==> src/rtl/mem_port_arbiter.sv <==
// rtl/mem_port_arbiter.sv - two-requester (fetch/LSU) arbiter for the single dmem port with tagged read return
module mem_port_arbiter #(
    parameter int READ_LATENCY = 1,
    parameter int STARVE_LIMIT = 4
) (
    input  logic        clk,
    input  logic        reset,

    input  logic        f_req,
    input  logic [31:0] f_addr,
    output logic        f_gnt,
    output logic        f_rvalid,
    output logic [31:0] f_rdata,

    input  logic        d_req,
    input  logic        d_we,
    input  logic [2:0]  d_funct3,
    input  logic [31:0] d_addr,
    input  logic [31:0] d_wdata,
    output logic        d_gnt,
    output logic        d_rvalid,
    output logic [31:0] d_rdata,

    output logic        mem_wren,
    output logic [2:0]  mem_funct3,
    output logic [31:0] mem_address,
    output logic [31:0] mem_data_in,
    input  logic [31:0] mem_data_out,

    output logic        busy
);

    localparam logic [3:0] STARVE_THRESH = 4'(STARVE_LIMIT);
    localparam logic [2:0] FUNCT3_WORD   = 3'b010;

    logic [3:0]              starve_cnt;
    // One {valid, owner} pair per cycle of memory latency; owner 1 = LSU.
    logic [READ_LATENCY-1:0] tag_valid;
    logic [READ_LATENCY-1:0] tag_owner;

    logic fetch_win;
    logic lsu_win;
    logic read_grant;

    // LSU normally has priority; fetch takes over once it has been
    // denied STARVE_LIMIT consecutive cycles.
    always_comb begin
        fetch_win  = f_req && (!d_req || (starve_cnt >= STARVE_THRESH));
        lsu_win    = d_req && !fetch_win;
        read_grant = fetch_win || (lsu_win && !d_we);
    end

    assign f_gnt = fetch_win;
    assign d_gnt = lsu_win;

    always_comb begin
        mem_wren    = 1'b0;
        mem_funct3  = FUNCT3_WORD;
        mem_address = 32'h0;
        mem_data_in = 32'h0;
        if (fetch_win) begin
            mem_address = f_addr;
        end else if (lsu_win) begin
            mem_wren    = d_we;
            mem_funct3  = d_funct3;
            mem_address = d_addr;
            mem_data_in = d_wdata;
        end
    end

    always_ff @(posedge clk) begin
        if (!reset) begin
            tag_valid  <= '0;
            tag_owner  <= '0;
            starve_cnt <= 4'd0;
        end else begin
            tag_valid[0] <= read_grant;
            tag_owner[0] <= lsu_win;
            for (int i = 1; i < READ_LATENCY; i++) begin
                tag_valid[i] <= tag_valid[i-1];
                tag_owner[i] <= tag_owner[i-1];
            end

            if (f_req && !fetch_win) begin
                if (starve_cnt != 4'hF) begin
                    starve_cnt <= starve_cnt + 4'd1;
                end
            end else begin
                starve_cnt <= 4'd0;
            end
        end
    end

    // The final tag stage lines up with the cycle mem_data_out carries
    // the data for the read it describes.
    always_comb begin
        f_rvalid = tag_valid[READ_LATENCY-1] && !tag_owner[READ_LATENCY-1];
        d_rvalid = tag_valid[READ_LATENCY-1] &&  tag_owner[READ_LATENCY-1];
        f_rdata  = f_rvalid ? mem_data_out : 32'h0;
        d_rdata  = d_rvalid ? mem_data_out : 32'h0;
        busy     = |tag_valid;
    end

endmodule

==> config.mk <==
export PLATFORM = sky130hd
export DESIGN_NAME = mem_port_arbiter
export DESIGN_NICKNAME = d
export VERILOG_FILES = /design/src/rtl/mem_port_arbiter.sv
export SDC_FILE = /design/constraint.sdc
export NUM_CORES = 1
export LEC_CHECK = 0
export CORE_AREA = 2 2 105 107
export DETAILED_ROUTE_END_ITERATION = 8
export DIE_AREA = 0 0 107 109
export SYNTH_ARGS = -nofsm -noshare
export SYNTH_HDL_FRONTEND = slang
export SYNTH_SLANG_ARGS = --single-unit
==> constraint.sdc <==
create_clock -name clk -period 1.3 [get_ports clk]
set_input_delay 0.26 -clock clk [delete_from_list [all_inputs] [get_ports clk]]
set_output_delay 0.26 -clock clk [all_outputs]
set_load 0.05 [all_outputs]
==> flow_summary.rst <==
.. list-table::
   :header-rows: 1

   * - Metric
     - Value
   * - Result of the run
     - complete, but fails checks
   * - Failing checks
     - setup timing
   * - Shortest clock period the worst path allows after layout
     - 1.66 ns
   * - Number of buffer and inverter instances along the worst setup path
     - 2
   * - Start-to-end type of the worst setup path
     - flip-flop to primary output
   * - Top delay family on crit path
     - compound AO/OA/AOI/OAI gates
   * - Ratio of cells with drive above 1 in the final layout
     - 0.602
   * - CP startpoint
     - starve_cnt[3]
   * - CORE AREA
     - 10600 sq um
   * - Average instance area after synthesis
     - roughly 6 sq um
   * - Worst vdd ir
     - roughly 0.00032 V
   * - Worst min-delay path category
     - flip-flop to flip-flop
   * - Syn Nets
     - approximately 390
   * - Element type at the critical path end
     - primary output
   * - Static leakage
     - 0.00268 uW
   * - Total iterations of the first detailed-routing run
     - 4
   * - Met3 WL
     - 815 microns
   * - Clock latency on the worst-skew pair
     - ~0.22 ns
   * - Iteration-0 DRC count of the detailed router
     - 67
   * - Number of maximum-capacitance violations
     - 0
   * - Arrival time at the worst endpoint
     - 1.40 ns
   * - Cell type of the slowest stage on the worst timing path
     - dfxtp_4
   * - Maximum fanout count along the critical path
     - 5
   * - Total DRC errors in the routed layout
     - 0
   * - Critical-path cell list
     - o21a_4 > buf_4 > o22ai_4 > buf_4
   * - Remaining number of nets flagged by the antenna check after routing
     - 0
   * - Unrepaired setup endpoints after global routing
     - yes
   * - Post-DR wirelength/cell
     - 18.0 microns
   * - Final Hold Fails
     - 0
   * - Cell row count
     - 38
   * - H-Tree Level Count
     - 1
   * - Critical Path Source Type
     - flip-flop
   * - Post-route clock skew
     - 0.00277 ns
   * - Hold Path Sink
     - starve_cnt[0]
   * - Critical path's most frequent cell
     - buf_4
   * - Sum of overflow across all layers after global routing
     - 0
   * - Wire length on met2
     - 6820 microns
   * - Number of clock sinks
     - 6
   * - Power density relative to cell area
     - ~520 nW/um^2
   * - Number of global-route vias before repair
     - between 3k and 4k
   * - CTS Buf Count
     - 3
   * - Final-report max-slew violation count
     - 0
   * - Via Count
     - 2977
   * - Worst R2R Path Depth
     - 4
   * - Delay contributed by the slowest stage of the critical path
     - 0.36 ns
   * - Antenna violations before repair
     - 0
   * - Worst EP required
     - 1.04 ns
   * - Worst Hold Path Cells
     - 1
   * - Post-synthesis sequential area ratio
     - 0.0794
   * - Global router's overall resource usage
     - 0.193
   * - Number of nets in the finished design
     - 670
   * - Number of ports placed on the die boundary
     - between 200 and 300
   * - Syn. warnings
     - 0
   * - TritonCTS clock tree
     - yes
   * - Final routed wirelength across all metal layers
     - 12100 microns
   * - Clock input transition at the sequential cells of the worst setup and hold paths
     - 0.04 ns
   * - Detail Placement HPWL
     - 8880 microns
   * - Vias per inst
     - 4.43
   * - Capturing point of the worst reg2reg path
     - busy
   * - Post-synthesis instance total
     - 251
   * - First-pass GRT wire length
     - between 15000 and 20000 microns
   * - Uppermost layer routed
     - met4
   * - Detailed-route wire length on metal 1
     - around 4300 microns
   * - Pwr Total
     - between 3000 and 4000 uW
   * - Fmax achieved
     - 603 MHz
   * - Hold wc startpoint
     - starve_cnt[0]
   * - Final weighted congestion of routability-driven global placement
     - 0.845
   * - Count of cell types in the netlist
     - 21
   * - Vertical die dimension
     - ~110 microns
   * - Die width
     - approximately 110 microns
   * - Most frequent standard cell in the layout excluding fill and tap cells
     - clkdlybuf4s50_1
   * - R2r setup slk
     - 0.06 ns
   * - Number of inserted diodes
     - 0
   * - Signed area change from the synthesized netlist to the final layout
     - 340%
   * - Post-route setup TNS
     - -34.09 ns
   * - Largest net degree at the start of global routing
     - 71
   * - Mapped cell area
     - 1510 sq um
   * - Maximum number of buffers from clock root to sink
     - 2
   * - Origin of the critical flop-to-flop path
     - starve_cnt[3]
   * - Library cell used as clock root buffer
     - clkbuf_8
   * - Port-buffer cells
     - between 200 and 300
   * - Total die area
     - 11700 sq um
   * - Initial core utilization
     - 0.143
   * - #FFs+latches synth
     - 6
   * - Final setup margin
     - -0.357 ns
   * - Final Setup Violations
     - 137
   * - Portion of the clock cycle consumed by the worst path in the final layout
     - 1.27
   * - Most frequent cells in the layout
     - 133 x clkdlybuf4s50_1, 83 x buf_12, 64 x nand2_1, 63 x and3_4, 37 x buf_8
[power by group]
| part | switching (uW) | total [uW] | internal [uW] |
|---|---|---|---|
| registers | 10.9 | 199 | 188 |
| clock network | 81.3 | 292 | 211 |
| logic | 1470 | 2970 | 1500 |
[routing by layer]
metal | vias to the layer above | global-route usage
li1 | 1434 | -
met4 | 0 | 0.0390
met3 | 10 | 0.0400
met1 | 1398 | 0.210
met5 | - | 0
met2 | 135 | 0.382
[worst register-to-register path, cell delays in order, from the launching register on]
cell and delay, ns:
dfxtp_4 0.36, o21a_4 0.26, buf_12 0.15, buf_4 0.12, o31a_1 0.22
[sequential cells by signal (all words and copies together), names as in the netlist]
| register | count |
|---|---|
| tag_owner | 1 |
| starve_cnt | 4 |
| busy | 1 |
[area by class of cell]
cell class / count / area [sq um]
multi-input cells: 214 / 2070
fillers: 840 / 3950
repair buffers: 308 / 4220
flip-flops and latches: 6 / 135
well taps: 140 / 175
clock buffers: 4 / 45.0
[cell usage after synthesis]
cell      number  area (sq um)
and3_1        71           444
nand2_1       64           240
nor3b_4        1          18.8
o21ai_2        1          8.76
conb_1         1          3.75
clkbuf_2       2          10.0
dfxtp_1        6           120
nor2b_2        1          8.76
and2_1        34           213
nand3b_1       1          7.51
clkbuf_1      11          41.3
o21a_2         1          8.76
buf_6          6          67.6
nor2_1         1          3.75
and3b_1        1          8.76
buf_2          9          45.0
ha_1           1          12.5
o31a_1         1          8.76
nor2b_1        3          18.8
o22ai_1       32           200
buf_4          3          22.5
[metrics by stage]
| stage | util | cell area, sq um | std cells | worst slack (ns) | hold WS [ns] |
|---|---|---|---|---|---|
| after floorplan | - | 2240 | 251 | -0.0975 | 0.378 |
| after global placement | 0.536 | 5690 | 651 | -0.547 | 0.512 |
| after detailed placement | 0.536 | 5690 | 651 | -0.589 | 0.544 |
| after CTS | 0.626 | 6640 | 674 | -0.361 | 0.558 |
| after global routing | 0.627 | 6650 | 672 | -0.399 | 0.573 |
| final | 0.627 | 6650 | 672 | -0.357 | 0.551 |
[how the worst max path moves through the flow]
stage	slack [ns]	cells after the start	to
after global placement	-0.55	5	mem_wren
final	-0.36	4	mem_address[24]
after global routing	-0.40	5	mem_address[25]
after detailed placement	-0.59	5	mem_data_in[30]
after CTS	-0.36	5	mem_address[30]
after floorplan	-0.1	3	mem_address[11]
[timing repair]
action / 4_1_cts / 5_1_grt
resized for setup: 167 / 20
setup buffers: 10 / 3
endpoints found under the setup margin: 137 / 137
gates cloned: 9 / 2
pin swaps: 11 / 6
hold buffers: 0 / 0
[cells by family (layout without fill, tap and decap cells)]
kind of cell,Yosys count,count (layout),synth area share
and+or+nand+nor,177,177,0.637
AOI/OAI and AO/OA,35,35,0.150
adders and majority gates,1,1,0.00827
DFF,6,6,0.0794
buffers and inverters,31,312,0.123
other,1,1,0.00248
(Power assumes the default switching activity.)
